**config.mk**
```make
export PLATFORM = sky130hd
export DESIGN_NAME = sbox_seq_ctrl
export DESIGN_NICKNAME = d
export VERILOG_FILES = /design/src/rtl/sbox_seq_ctrl.sv
export SDC_FILE = /design/constraint.sdc
export NUM_CORES = 1
export LEC_CHECK = 0
export BUFFER_PORTS_ARGS = -buffer_cell sky130_fd_sc_hd__buf_2
export CORE_ASPECT_RATIO = 1.75
export CORE_MARGIN = 2
export CORE_UTILIZATION = 49
export CTS_BUF_LIST = sky130_fd_sc_hd__clkbuf_8
export DETAILED_ROUTE_END_ITERATION = 8
export HOLD_SLACK_MARGIN = 0.03
export PLACE_DENSITY = 0.78
export SKIP_LAST_GASP = 1
export SLEW_MARGIN = 40
export SYNTH_ARGS = -nofsm -noshare
export SYNTH_HDL_FRONTEND = slang
export SYNTH_SLANG_ARGS = --single-unit
```
**constraint.sdc**
```tcl
create_clock -name clk -period 1.6 [get_ports clk]
set_clock_uncertainty 0.15 [all_clocks]
set_input_delay 0 -clock clk [delete_from_list [all_inputs] [get_ports clk]]
set_output_delay 0 -clock clk [all_outputs]
set_load 0.1 [all_outputs]
```
**src/rtl/sbox_seq_ctrl.sv**
```systemverilog
// Shares one DES S-box lookup port across all eight boxes: a 48-bit keyed word
// is walked out one 6-bit chunk per cycle and the 4-bit answers are gathered.
module sbox_seq_ctrl #(
  parameter int SB_LAT = 0
) (
  input  logic        clk,
  input  logic        rst,
  input  logic        in_valid,
  output logic        in_ready,
  input  logic [47:0] in_data,
  output logic [2:0]  sb_sel,
  output logic [5:0]  sb_addr,
  output logic        sb_req,
  input  logic [3:0]  sb_data,
  output logic        out_valid,
  input  logic        out_ready,
  output logic [31:0] out_data,
  output logic        busy
);

  typedef enum logic [1:0] {
    IDLE   = 2'd0,
    LOOKUP = 2'd1,
    DONE   = 2'd2
  } state_t;

  state_t      state_reg;
  state_t      state_next;
  logic [47:0] shadow_reg;
  logic [2:0]  issue_cnt_reg;
  logic        issue_done_reg;
  logic [2:0]  cap_cnt_reg;
  logic [5:0]  chunk [8];
  logic        accept;
  logic        capture;

  assign accept = in_valid && in_ready;

  always_ff @(posedge clk) begin
    if (rst) begin
      state_reg <= IDLE;
    end else begin
      state_reg <= state_next;
    end
  end

  always_comb begin
    state_next = state_reg;
    case (state_reg)
      IDLE: begin
        if (accept) begin
          state_next = LOOKUP;
        end
      end
      LOOKUP: begin
        if (capture && (cap_cnt_reg == 3'd7)) begin
          state_next = DONE;
        end
      end
      DONE: begin
        if (out_valid && out_ready) begin
          state_next = IDLE;
        end
      end
      default: state_next = IDLE;
    endcase
  end

  always_comb begin
    in_ready  = 1'b0;
    sb_req    = 1'b0;
    out_valid = 1'b0;
    busy      = 1'b1;
    case (state_reg)
      IDLE: begin
        in_ready = 1'b1;
        busy     = 1'b0;
      end
      LOOKUP:  sb_req    = !issue_done_reg;
      DONE:    out_valid = 1'b1;
      default: busy      = 1'b0;
    endcase
  end

  // Shadow copy lets the producer move on once the word has been accepted.
  always_ff @(posedge clk) begin
    if (rst) begin
      shadow_reg <= 48'h0;
    end else if (accept) begin
      shadow_reg <= in_data;
    end
  end

  genvar gi;
  generate
    for (gi = 0; gi < 8; gi++) begin : g_chunk
      assign chunk[gi] = shadow_reg[47-6*gi -: 6];
    end
  endgenerate

  assign sb_sel  = issue_cnt_reg;
  assign sb_addr = chunk[issue_cnt_reg];

  // Counter parks at 7 with a done flag so sb_sel/sb_addr keep their last values.
  always_ff @(posedge clk) begin
    if (rst || accept) begin
      issue_cnt_reg  <= 3'd0;
      issue_done_reg <= 1'b0;
    end else if (sb_req) begin
      if (issue_cnt_reg == 3'd7) begin
        issue_done_reg <= 1'b1;
      end else begin
        issue_cnt_reg <= issue_cnt_reg + 3'd1;
      end
    end
  end

  generate
    if (SB_LAT == 0) begin : g_comb_bank
      assign capture = sb_req;
    end else begin : g_reg_bank
      logic cap_pend_reg;

      // Cleared on reset so an abandoned lookup is never captured.
      always_ff @(posedge clk) begin
        if (rst) begin
          cap_pend_reg <= 1'b0;
        end else begin
          cap_pend_reg <= sb_req;
        end
      end

      assign capture = cap_pend_reg && (state_reg == LOOKUP);
    end
  endgenerate

  always_ff @(posedge clk) begin
    if (rst || accept) begin
      cap_cnt_reg <= 3'd0;
    end else if (capture && (cap_cnt_reg != 3'd7)) begin
      cap_cnt_reg <= cap_cnt_reg + 3'd1;
    end
  end

  generate
    for (gi = 0; gi < 8; gi++) begin : g_nib
      logic [3:0] nib_reg;

      always_ff @(posedge clk) begin
        if (rst || accept) begin
          nib_reg <= 4'h0;
        end else if (capture && (cap_cnt_reg == 3'(gi))) begin
          nib_reg <= sb_data;
        end
      end

      assign out_data[31-4*gi -: 4] = nib_reg;
    end
  endgenerate

endmodule

```
## Word-level counts from Yosys, hierarchy flattened

Index checks and enable logic that the tools add are counted.

- Word-level logic and storage cells: 62
- Bits of input ports: 56
- Output and inout port bits: 45
- Register bits after elaboration: 89

- Mux-type cells: 11
- Add/subtract/negate cells: 2
- Reduce and logical (&&, ||, !) cells: 19
- Equal/unequal tests: 14
- Bitwise operators: 2
- $lt $le $gt $ge: 1

Operators by type and width:

| kind | number |
|---|---|
| $bmux 6 s3 | 1 |
| $eq 3x3->1 const B | 5 |
| $mux 6 | 2 |
| $logic_and 1x1->1 | 11 |
| $add 3x1->3 const B | 2 |
| $eq 3x2->1 const B | 2 |
| $mux 2 | 3 |
| $ne 2x2->1 const B | 3 |
| $pmux 2 s3 | 1 |
| $ge 4x4->1 const B | 1 |
| $mux 1 | 4 |
| $not 3->4 | 1 |
| $reduce_and 2->1 | 2 |
| $eq 3x1->1 const B | 1 |
| $logic_not 3->1 | 1 |
| $ne 3x3->1 const B | 1 |
| $reduce_and 3->1 | 1 |
| $eq 2x1->1 const B | 1 |
| $eq 2x2->1 const B | 1 |
| $logic_not 2->1 | 1 |
| $reduce_or 2->1 | 1 |
| $logic_not 1->1 | 1 |
| $logic_or 1x1->1 | 1 |
| $not 1->1 | 1 |

## Logic depth before layout (Yosys ltp)

Gate-level depths: netlist of run 1.

- Depth after elaboration: 5
- Mapped depth: 7
- Gate-level depth less buffers: 5

## Least setup slack after synthesis of run 1

OpenSTA, ideal clock, no wires.

- Path kind: reg-to-output
- Start: register issue_cnt_reg[1], in the netlist sb_sel[1]
- End: output sb_addr[0]
- Data arrival time: 2.316 ns
- Slack: -0.866 ns
- Data required time: 1.450 ns
- Cell stages (with the launch flop): 4
- Path buffers: 1
- Cell sequence: dfxtp_1 -> buf_6 -> mux4_1 -> mux2_2

- Longest elaborated chain between the ends: 4

RTL lines:

| item | line | text |
|---|---|---|
| start, declared | 30 | `logic [2:0] issue_cnt_reg;` |
| start signal, assigned | 113 | `issue_cnt_reg <= issue_cnt_reg + 3'd1;` |
| $not 3->4 (not written as such) | 102 | `assign sb_addr = chunk[issue_cnt_reg];` |
| $bmux 6 s3 | 102 |  |
| $mux 6 (not written as such) (2 in a row) | 102 |  |
| end, declared | 12 | `output logic [5:0] sb_addr,` |

No other way between the ends. The select of a mux whose other input is x is not followed.

## Worst setup path in the final report of run 1

- Start: register issue_cnt_reg[1], in the netlist sb_sel[1]
- End: register issue_cnt_reg[1], in the netlist sb_sel[1]

- Longest elaborated chain between the ends: 3

RTL lines:

| item |
|---|
| parallel branches: the longest is 3 deep, another holds $add 3x1->3 |

Several ways; the timed one is not identified.
A chain may end at the register's enable or synchronous reset.

==> results of run 1 <==
[stage by stage]
stage / cell area, µm² / cells
2_1_floorplan: 3910 / 404
3_3_place_gp: 4560 / 580
6_report: 5770 / 673
4_1_cts: 5510 / 656
3_5_place_dp: 4560 / 580
5_1_grt: 5770 / 673
[critical path: stages (launching register included)]
cell                      delay [ns]
sky130_fd_sc_hd__dfxtp_4        0.39
sky130_fd_sc_hd__buf_8          0.15
sky130_fd_sc_hd__buf_4          0.13
sky130_fd_sc_hd__buf_6          0.11
sky130_fd_sc_hd__ha_4           0.16
sky130_fd_sc_hd__ha_4           0.16
sky130_fd_sc_hd__nor3b_4        0.29
sky130_fd_sc_hd__mux2i_1        0.33
sky130_fd_sc_hd__nor2_1         0.07
[layer usage]
metal	GRT usage, %	vias up	wire, µm
met3	5.50	40	696
met4	11.0	0	493
met5	0	-	0
met1	26.2	1728	3850
met2	51.8	200	7080
li1	-	1697	-
[Yosys cell counts (all sizes together)]
| master | number | area share [%] |
|---|---|---|
| nor3b | 2 | 0.66 |
| xnor2 | 2 | 0.46 |
| a222oi | 1 | 0.26 |
| nor2 | 39 | 3.8 |
| mux2i | 37 | 9.7 |
| nand4b | 3 | 0.69 |
| dfxtp | 89 | 47 |
| buf | 12 | 1.7 |
| and2 | 1 | 0.16 |
| nand3b | 2 | 0.39 |
| a21oi | 49 | 6.4 |
| a211oi | 1 | 0.20 |
| mux4 | 12 | 8.3 |
| mux2 | 6 | 1.8 |
| ha | 13 | 4.3 |
| nand2b | 6 | 0.99 |
| clkbuf | 21 | 2.1 |
| nor2b | 1 | 0.16 |
| inv | 7 | 0.69 |
| nand2 | 97 | 9.6 |
| nor4bb | 3 | 0.79 |
[path summary, 6_finish.rpt]
path | cells after the start | startpoint | slack, ns | to
min reg2reg | 2 | chunk[32] | 0.30 | chunk[32]
max reg2reg | 8 | sb_sel[1] | -0.45 | sb_sel[1]
min | 4 | in_valid | 0.04 | chunk[38]
max | 8 | sb_sel[1] | -0.45 | sb_sel[1]
[kinds of logic (layout without fill, tap and decap cells)]
family | count (synthesis) | count (layout) | share of synthesized area [%]
fa+ha+maj | 13 | 13 | 4.28
mux | 55 | 55 | 19.8
simple gates | 154 | 157 | 17.3
buf+inv | 40 | 218 | 4.47
compound gates | 51 | 51 | 6.91
flops | 89 | 89 | 46.8
xor+xnor | 2 | 2 | 0.460
[power by group through the flow]
stage                     clock, W  sequential, W  combinational, W
after floorplan                  0        0.00289           0.00193
after global placement           0        0.00271           0.00266
after detailed placement         0        0.00272           0.00272
after CTS                  0.00149        0.00268           0.00306
after global routing       0.00158        0.00272           0.00367
final                      0.00148        0.00269           0.00352
[what timing repair did]
item / 4_1_cts / 5_1_grt
endpoints found under the hold margin: 89 / 0
hold buffers: 54 / 0
pin swaps: 6 / 16
resized for setup: 37 / 26
gates cloned: 1 / 3
setup buffers: 6 / 14
setup endpoints to repair: 34 / 75
[final cells by class]
class / count / area (µm²)
clock buffers: 12 / 165
clock inverters: 4 / 26.3
fillers: 496 / 1800
inverters: 7 / 26.3
multi-input cells: 278 / 2050
flip-flops and latches: 89 / 1810
well taps: 88 / 110
repair buffers: 195 / 1580
==> metrics.txt, run 1 <==
result of the run=finished, violations left; violated checks=negative setup slack; via count of the first global-routing pass=3590; clk root buf=sky130_fd_sc_hd__clkbuf_8; clock-pin slew on the worst setup and hold paths=0.09 ns; number of buffers created by CTS=9; first-pass GRT wire length=17400 µm; launching element type of the critical path=flop; post-synthesis sequential element count=89; arrival time at the worst endpoint=2.15 ns; antenna cells=0; fraction of power consumed by combinational cells=45.8%; pwr dens=1330 nW/µm²; max-slew violation total from the final report=0; post-synthesis instance area=3800 µm²; crit path time final=2.05 ns; total number of vias=3665; Clock H-tree levels=3; smallest hold slack=0.0434 ns; number of I/O port buffers=100; Max Cap Violations=0; global route total overflow=0; Iter 0 DRT Violations=166; final hold violations=0; number of sinks handled by clock tree synthesis=89; unrepaired setup endpoints after global routing=yes; DRT Wirelength=12100 µm; nets in the synthesized netlist=473; net load switching power=0.00304 W; fin worst setup slack=-0.449 ns; Placement Rows=42; Die Span Y=121 µm; CP Data Required Time=1.71 ns; post-detail-place hpwl=6630 µm; number of top-level design ports=101; layout cells sized above 1=35.4%; Final Cycle Share=128%; Rel. slew slack=66.8%; worst skew pair latency=0.37 ns; Setup Total Neg Slack=-3.82 ns; Starting Density=50.3%; CP Class=reg -> reg; number of failing setup endpoints in the final timing report=14; sequential area share after synthesis=46.8%; Routed Antenna Nets=0; area added between synthesis and finish=51.7%; actual transition at the worst max-transition pin=0.501 ns; Detailed Routing Iterations Pass 1=5; count of synthesis-stage warnings from yosys=0; internal power component=0.00466 W; DR DRC count=0; number of flip-flops under the largest register name=48; number of nets in the layout=649; via/cell ratio=5.45; part of the power in the clock network=19.3%; count of unique library cells instantiated by Yosys=23; average cell area after synthesis=9.42 µm²; leading cell types in the layout, fill and taps excluded=sky130_fd_sc_hd__nand2_1 (96), sky130_fd_sc_hd__buf_2 (91), sky130_fd_sc_hd__dfxtp_1 (81); maximum clock frequency=0.488 GHz; endpoint type of the worst setup path=flop; crit path max fanout=6; largest net degree at the start of global routing=53; proportion of total power due to net switching=39.5%; Finished Core Util=76.3%; die width=70.6 µm; Wirelength per Cell=18.0 µm; Hold/Removal Path Class=in -> reg; cell count after synthesis=404; overall power after layout=0.00770 W; number of buffers on the longest clock path=2; final weighted congestion of routability-driven global placement=0.794; initial antenna violation count=0; Max rail drop VDD=1.09 mV; area enclosed by the die boundary=8510 µm²; setup slack after placement=-0.228 ns; clock tree from TritonCTS=done; most frequent standard cell in the layout excluding fill and tap cells=sky130_fd_sc_hd__nand2_1; sequential group share of total power=35.0%; gr usage total=26.5%; static power due to leakage=2.57 nW; standard cell core area=7570 µm²
No activity file was read; power rests on OpenSTA's default activity.
==> inputs of run 2 (changes only) <==
--- a/config.mk
+++ b/config.mk
@@ -8,11 +8,12 @@
 export BUFFER_PORTS_ARGS = -buffer_cell sky130_fd_sc_hd__buf_2
 export CORE_ASPECT_RATIO = 1.75
 export CORE_MARGIN = 2
-export CORE_UTILIZATION = 49
+export CORE_UTILIZATION = 52
 export CTS_BUF_LIST = sky130_fd_sc_hd__clkbuf_8
 export DETAILED_ROUTE_END_ITERATION = 8
 export HOLD_SLACK_MARGIN = 0.03
-export PLACE_DENSITY = 0.78
+export PLACE_DENSITY = 0.79
+export SETUP_SLACK_MARGIN = 0.3
 export SKIP_LAST_GASP = 1
 export SLEW_MARGIN = 40
 export SYNTH_ARGS = -nofsm -noshare
==> constraint.sdc (replaced) <==
create_clock -name clk -period 2 [get_ports clk]
set_clock_uncertainty 0.15 [all_clocks]
set_input_delay 0 -clock clk [delete_from_list [all_inputs] [get_ports clk]]
set_output_delay 0 -clock clk [all_outputs]
set_load 0.1 [all_outputs]
==> metrics.txt, run 2 (synthesis gave the netlist of run 1 again) <==
result of the run=finished, violations left; violated checks=negative setup slack; area of placed instances=4360 µm² (-4.5%); number of failing setup endpoints in the final timing report=6 (-8); first-pass GRT wire length=16300 µm (-6.1%); Setup Total Neg Slack=-0.109 ns (+3.71 ns); layout cells sized above 1=32.6% (-2.8 points); launching element type of the critical path=flop; die width=68.7 µm (-2.8%); via count of the first global-routing pass=3518 (-2.0%); DR DRC count=0 (unchanged); number of sinks handled by clock tree synthesis=89 (unchanged); number of flip-flops under the largest register name=48 (unchanged); global route total overflow=0 (unchanged); crit path max fanout=8 (+2); critical-path cell with the highest stage delay=sky130_fd_sc_hd__mux4_2; Detailed Routing Iterations Pass 1=4 (-1); Routed Antenna Nets=0 (unchanged); number of I/O port buffers=100 (unchanged); CP Data Required Time=1.85 ns (+0.14 ns); Hold Path Cell Cnt=4 (unchanged); max-slew violation total from the final report=0 (unchanged); endpoint type of the worst setup path=output port; crit path time final=2.03 ns; actual transition at the worst max-transition pin=0.502 ns (+0.000598 ns); CP max stage delay=0.51 ns (+0.12 ns); Die Span Y=117 µm (-2.8%); Finished Cell Area=5520 µm² (-4.3%); pwr dens=1050 nW/µm² (-21%); worst skew pair latency=0.36 ns (about the same); standard cell core area=7130 µm² (-5.8%); final weighted congestion of routability-driven global placement=0.856 (+7.7%); number of nets in the layout=634 (-2.3%); number of buffers created by CTS=9 (unchanged); Max rail drop VDD=0.738 mV (-33%); unrepaired setup endpoints after global routing=yes; gr usage total=28.1% (+1.6 points); maximum clock frequency=0.492 GHz; via/cell ratio=5.33 (-2.2%); antenna cells=0 (unchanged); clk root buf=sky130_fd_sc_hd__clkbuf_8; leading cell types in the layout, fill and taps excluded=sky130_fd_sc_hd__nand2_1 (96), sky130_fd_sc_hd__buf_2 (92), sky130_fd_sc_hd__dfxtp_1 (80); Wirelength per Cell=17.2 µm (-4.6%); Final Cycle Share=102%; number of buffers on the longest clock path=2 (unchanged); arrival time at the worst endpoint=1.88 ns (-0.27 ns); total number of vias=3494 (-4.7%); final hold violations=0 (unchanged); Placement Rows=41 (-2.4%); Rel. slew slack=66.5% (-0.27 points); CP Class=reg -> out; static power due to leakage=2.47 nW (-3.8%); fin worst setup slack=-0.0346 ns (+0.414 ns); Max Cap Violations=0 (unchanged); most frequent standard cell in the layout excluding fill and tap cells=sky130_fd_sc_hd__nand2_1; Clock H-tree levels=3 (unchanged); clock-pin slew on the worst setup and hold paths=0.08 ns (about the same); area added between synthesis and finish=45.2%; path depth of the worst reg2reg path=7 (-1); area enclosed by the die boundary=8040 µm² (-5.5%); Starting Density=53.4% (+3.1 points); worst-path cell chain=buf_4 -> mux4_2 -> mux2_4 -> buf_12; post-detail-place hpwl=6260 µm (-5.6%); Hold/Removal Path Class=in -> reg; DRT Wirelength=11300 µm (-7.1%); initial antenna violation count=0 (unchanged); Iter 0 DRT Violations=183 (+10%); clock tree from TritonCTS=done; number of top-level design ports=101 (unchanged); largest net degree at the start of global routing=53 (unchanged)
-- run 2: cell types whose count changed in the layout (fill, tap and decap cells not counted), sizes merged --
| cell | before | now |
|---|---|---|
| clkinv | 3 | 2 |
| dlygate4sd3 | 54 | 55 |
| buf | 140 | 126 |
| bufinv | 0 | 1 |
| clkbuf | 13 | 11 |
| clkinvlp | 1 | 0 |
| and2 | 4 | 2 |
| inv | 7 | 10 |
-- run 2: cell type report --
type,count,area [µm²]
Clock buffer,10,138
Clock inverter,6,51.3
Tap cell,86,108
Inverter,7,26.3
Timing Repair Buffer,182,1400
Multi-Input combinational cell,276,2000
Fill cell,475,1610
Sequential cell,89,1810
-- run 2: final timing paths --
| kind | startpoint | to | slack, ns |
|---|---|---|---|
| setup / recovery | sb_sel[1] | sb_addr[0] | -0.03 |
| hold / removal | in_data[37] | chunk[37] | 0.27 |
| setup reg to reg | sb_sel[1] | sb_sel[2] | 0.12 |
| hold reg to reg | chunk[6] | chunk[6] | 0.31 |
-- run 2: per-layer routing --
| metal | part of all wire (%) | vias to the layer above | global-route usage, % | wire length (µm) |
|---|---|---|---|---|
| met1 | 34 | 1673 | 26.4 | 3810 |
| met5 | 0 | - | 0 | 0 |
| met4 | 3.3 | 0 | 14.7 | 376 |
| met2 | 58 | 133 | 54.5 | 6590 |
| met3 | 4.3 | 23 | 4.78 | 488 |
| li1 | - | 1665 | - | - |
-- run 2: critical path: cells and delay by family (launching register included) --
kind / cells / cell delay, ns
buffers and inverters: 2 / 0.30
DFF: 1 / 0.42
muxes: 2 / 0.80
-- run 2: report_power, final --
| group | switching (W) | total (W) | internal, W |
|---|---|---|---|
| sequential | 0.000203 | 0.00220 | 0.00200 |
| combinational | 0.00147 | 0.00238 | 0.000913 |
| clock | 0.000613 | 0.00121 | 0.000594 |
-- run 2: per-stage QoR --
step	setup WS (ns)	hold WS, ns	cells	total power (W)	utilization [%]
5_1_grt	-0.0677	0.282	656	0.00602	77.5
3_3_place_gp	0.193	0.0899	563	0.00403	61.1
3_5_place_dp	0.102	0.0959	563	0.00408	61.1
4_1_cts	-0.0469	0.247	646	0.00559	75.3
2_1_floorplan	0.198	-0.0140	404	0.00380	-
6_report	-0.0346	0.267	656	0.00579	77.5
-- run 2: timing repair --
item / 4_1_cts / 5_1_grt
gates resized for setup: 47 / 23
cloned: 0 / 1
buffers inserted: 12 / 9
pin swaps: 3 / 7
hold endpoints to repair: 83 / 0
hold buffers: 55 / 0
setup endpoints to repair: 49 / 75
==> inputs of run 3 (changes only) <==
--- a/config.mk
+++ b/config.mk
@@ -7,7 +7,7 @@
 export LEC_CHECK = 0
 export BUFFER_PORTS_ARGS = -buffer_cell sky130_fd_sc_hd__buf_2
 export CORE_ASPECT_RATIO = 1.75
-export CORE_MARGIN = 2
+export CORE_MARGIN = 5
 export CORE_UTILIZATION = 52
 export CTS_BUF_LIST = sky130_fd_sc_hd__clkbuf_8
 export DETAILED_ROUTE_END_ITERATION = 8
==> metrics.txt, run 3 (synthesis gave the netlist of run 1 again) <==
smallest hold slack=0.0102 ns (-0.256 ns); CP Data Required Time=1.85 ns (about the same); via/cell ratio=5.58 (+4.8%); launching element type of the critical path=flop; Max Cap Violations=0 (unchanged); number of nets in the layout=629 (-0.79%); clk root buf=sky130_fd_sc_hd__clkbuf_8; number of sinks handled by clock tree synthesis=89 (unchanged); number of failing setup endpoints in the final timing report=6 (unchanged); setup slack after placement=0.131 ns (+0.0289 ns); GR met1 Demand/Resource=25.9% (-0.55 points); met3 GRT Util=5.53% (+0.75 points); standard cell core area=7180 µm² (+0.72%); number of inserted filler cells in the final layout=444 (-6.5%); global route total overflow=0 (unchanged); clock tree from TritonCTS=done; area enclosed by the die boundary=9200 µm² (+14%); largest net degree at the start of global routing=53 (unchanged); Routed Antenna Nets=0 (unchanged); worst skew pair latency=0.38 ns (+0.02 ns); crit path max fanout=15 (+7); actual transition at the worst max-transition pin=0.512 ns (+0.0104 ns); total number of vias=3635 (+4.0%); DRT Wirelength=12400 µm (+10%); met2 track demand over resource in global routing=47.6% (-6.9 points); area added between synthesis and finish=45.4%; Max rail drop VDD=0.981 mV (+33%); CP Class=reg -> out; layout cells sized above 1=32.6% (-0.065 points); post-detail-place hpwl=6590 µm (+5.2%); clock-pin slew on the worst setup and hold paths=0.11 ns (+0.03 ns); gr usage total=25.7% (-2.4 points); number of top-level design ports=101 (unchanged); maximum clock frequency=0.478 GHz (-2.8%); final weighted congestion of routability-driven global placement=0.798 (-6.7%); initial antenna violation count=0 (unchanged); number of buffers on the longest clock path=2 (unchanged); max-slew violation total from the final report=0 (unchanged); crit path time final=2.09 ns (+0.0587 ns); Die Span Y=123 µm (+5.1%); number of I/O port buffers=100 (unchanged); result of the run=finished, violations left; first-pass GRT wire length=17600 µm (+8.3%); Starting Density=53.0% (-0.38 points); violated checks=negative setup slack; Setup Total Neg Slack=-0.454 ns (-0.345 ns); unrepaired setup endpoints after global routing=yes; die width=74.7 µm (+8.7%); number of buffers created by CTS=9 (unchanged); fin worst setup slack=-0.0932 ns (-0.0587 ns); Clock H-tree levels=3 (unchanged); Iter 0 DRT Violations=256 (+40%); Wirelength per Cell=19.1 µm (+11%); pwr dens=1100 nW/µm² (+4.6%); global route hottest layer=met2; path depth of the worst reg2reg path=7 (unchanged); Placement Rows=41 (unchanged); endpoint type of the worst setup path=output port; DR DRC count=0 (unchanged); Rel. slew slack=65.8% (-0.70 points); leading cell types in the layout, fill and taps excluded=sky130_fd_sc_hd__nand2_1 (96), sky130_fd_sc_hd__buf_2 (92), sky130_fd_sc_hd__dfxtp_1 (80); via count of the first global-routing pass=3655 (+3.9%); antenna cells=0 (unchanged); Hold Path Cell Cnt=4 (unchanged); final hold violations=0 (unchanged); Final Cycle Share=105% (+2.9 points); number of flip-flops under the largest register name=48 (unchanged); Hold/Removal Path Class=in -> reg; most frequent standard cell in the layout excluding fill and tap cells=sky130_fd_sc_hd__nand2_1; Detailed Routing Iterations Pass 1=5 (+1); static power due to leakage=2.45 nW (-0.70%); arrival time at the worst endpoint=1.94 ns (+0.06 ns)
## run 3: cell types whose count changed in the layout (fill, tap and decap cells not counted), moves of 2 or more
cell,previous run,this run
sky130_fd_sc_hd__buf_4,21,17
sky130_fd_sc_hd__inv_1,9,5
sky130_fd_sc_hd__inv_6,0,3
sky130_fd_sc_hd__buf_12,8,10
## run 3: final timing paths
path                      to  slack, ns  startpoint
setup reg to reg   sb_sel[2]       0.17   sb_sel[1]
hold / removal     sb_sel[1]       0.01    in_valid
setup / recovery  sb_addr[5]      -0.09   sb_sel[2]
hold reg to reg     chunk[7]       0.31    chunk[7]
## run 3: per-layer routing
layer | routed length, µm | share of wire [%]
met5 | 0 | 0
met2 | 6750 | 54
met4 | 702 | 5.6
met1 | 4130 | 33
met3 | 849 | 6.8
## run 3: cell type report
type	instances	area (µm²)	share of cell area (%)
Multi-Input combinational cell	276	1990	35.9
Sequential cell	89	1810	32.7
Timing Repair Buffer	177	1380	24.9
Clock buffer	9	124	2.24
Tap cell	86	108	1.95
Clock inverter	7	100	1.81
Inverter	7	26.3	0.475
## run 3: worst max-delay path, cell delays in order, from the launching register on
cell	delay [ns]
sky130_fd_sc_hd__dfxtp_4	0.50
sky130_fd_sc_hd__mux4_1	0.60
sky130_fd_sc_hd__mux2_4	0.30
sky130_fd_sc_hd__buf_12	0.17
## run 3: what timing repair did
action | CTS | global route
hold buffers | 54 | 0
gates resized for setup | 41 | 31
gates cloned | 0 | 1
hold endpoints to repair | 84 | 0
pin swaps | 3 | 7
buffers inserted | 8 | 9
setup endpoints to repair | 45 | 85
## run 3: power by group
group / internal, W / total, W / switching [W]
Clock: 0.000717 / 0.00141 / 0.000690
Combinational: 0.000935 / 0.00244 / 0.00151
Sequential: 0.00200 / 0.00222 / 0.000220
Total: 0.00365 / 0.00607 / 0.00241
## run 3: stage by stage
| stage | cells | instance area, µm² | total power, W | util, % |
|---|---|---|---|---|
| after floorplan | 404 | 3860 | 0.00380 | - |
| after global placement | 563 | 4360 | 0.00404 | 60.7 |
| after detailed placement | 563 | 4360 | 0.00409 | 60.7 |
| after CTS | 641 | 5350 | 0.00574 | 74.5 |
| after global routing | 651 | 5530 | 0.00629 | 77.0 |
| final | 651 | 5530 | 0.00607 | 77.0 |
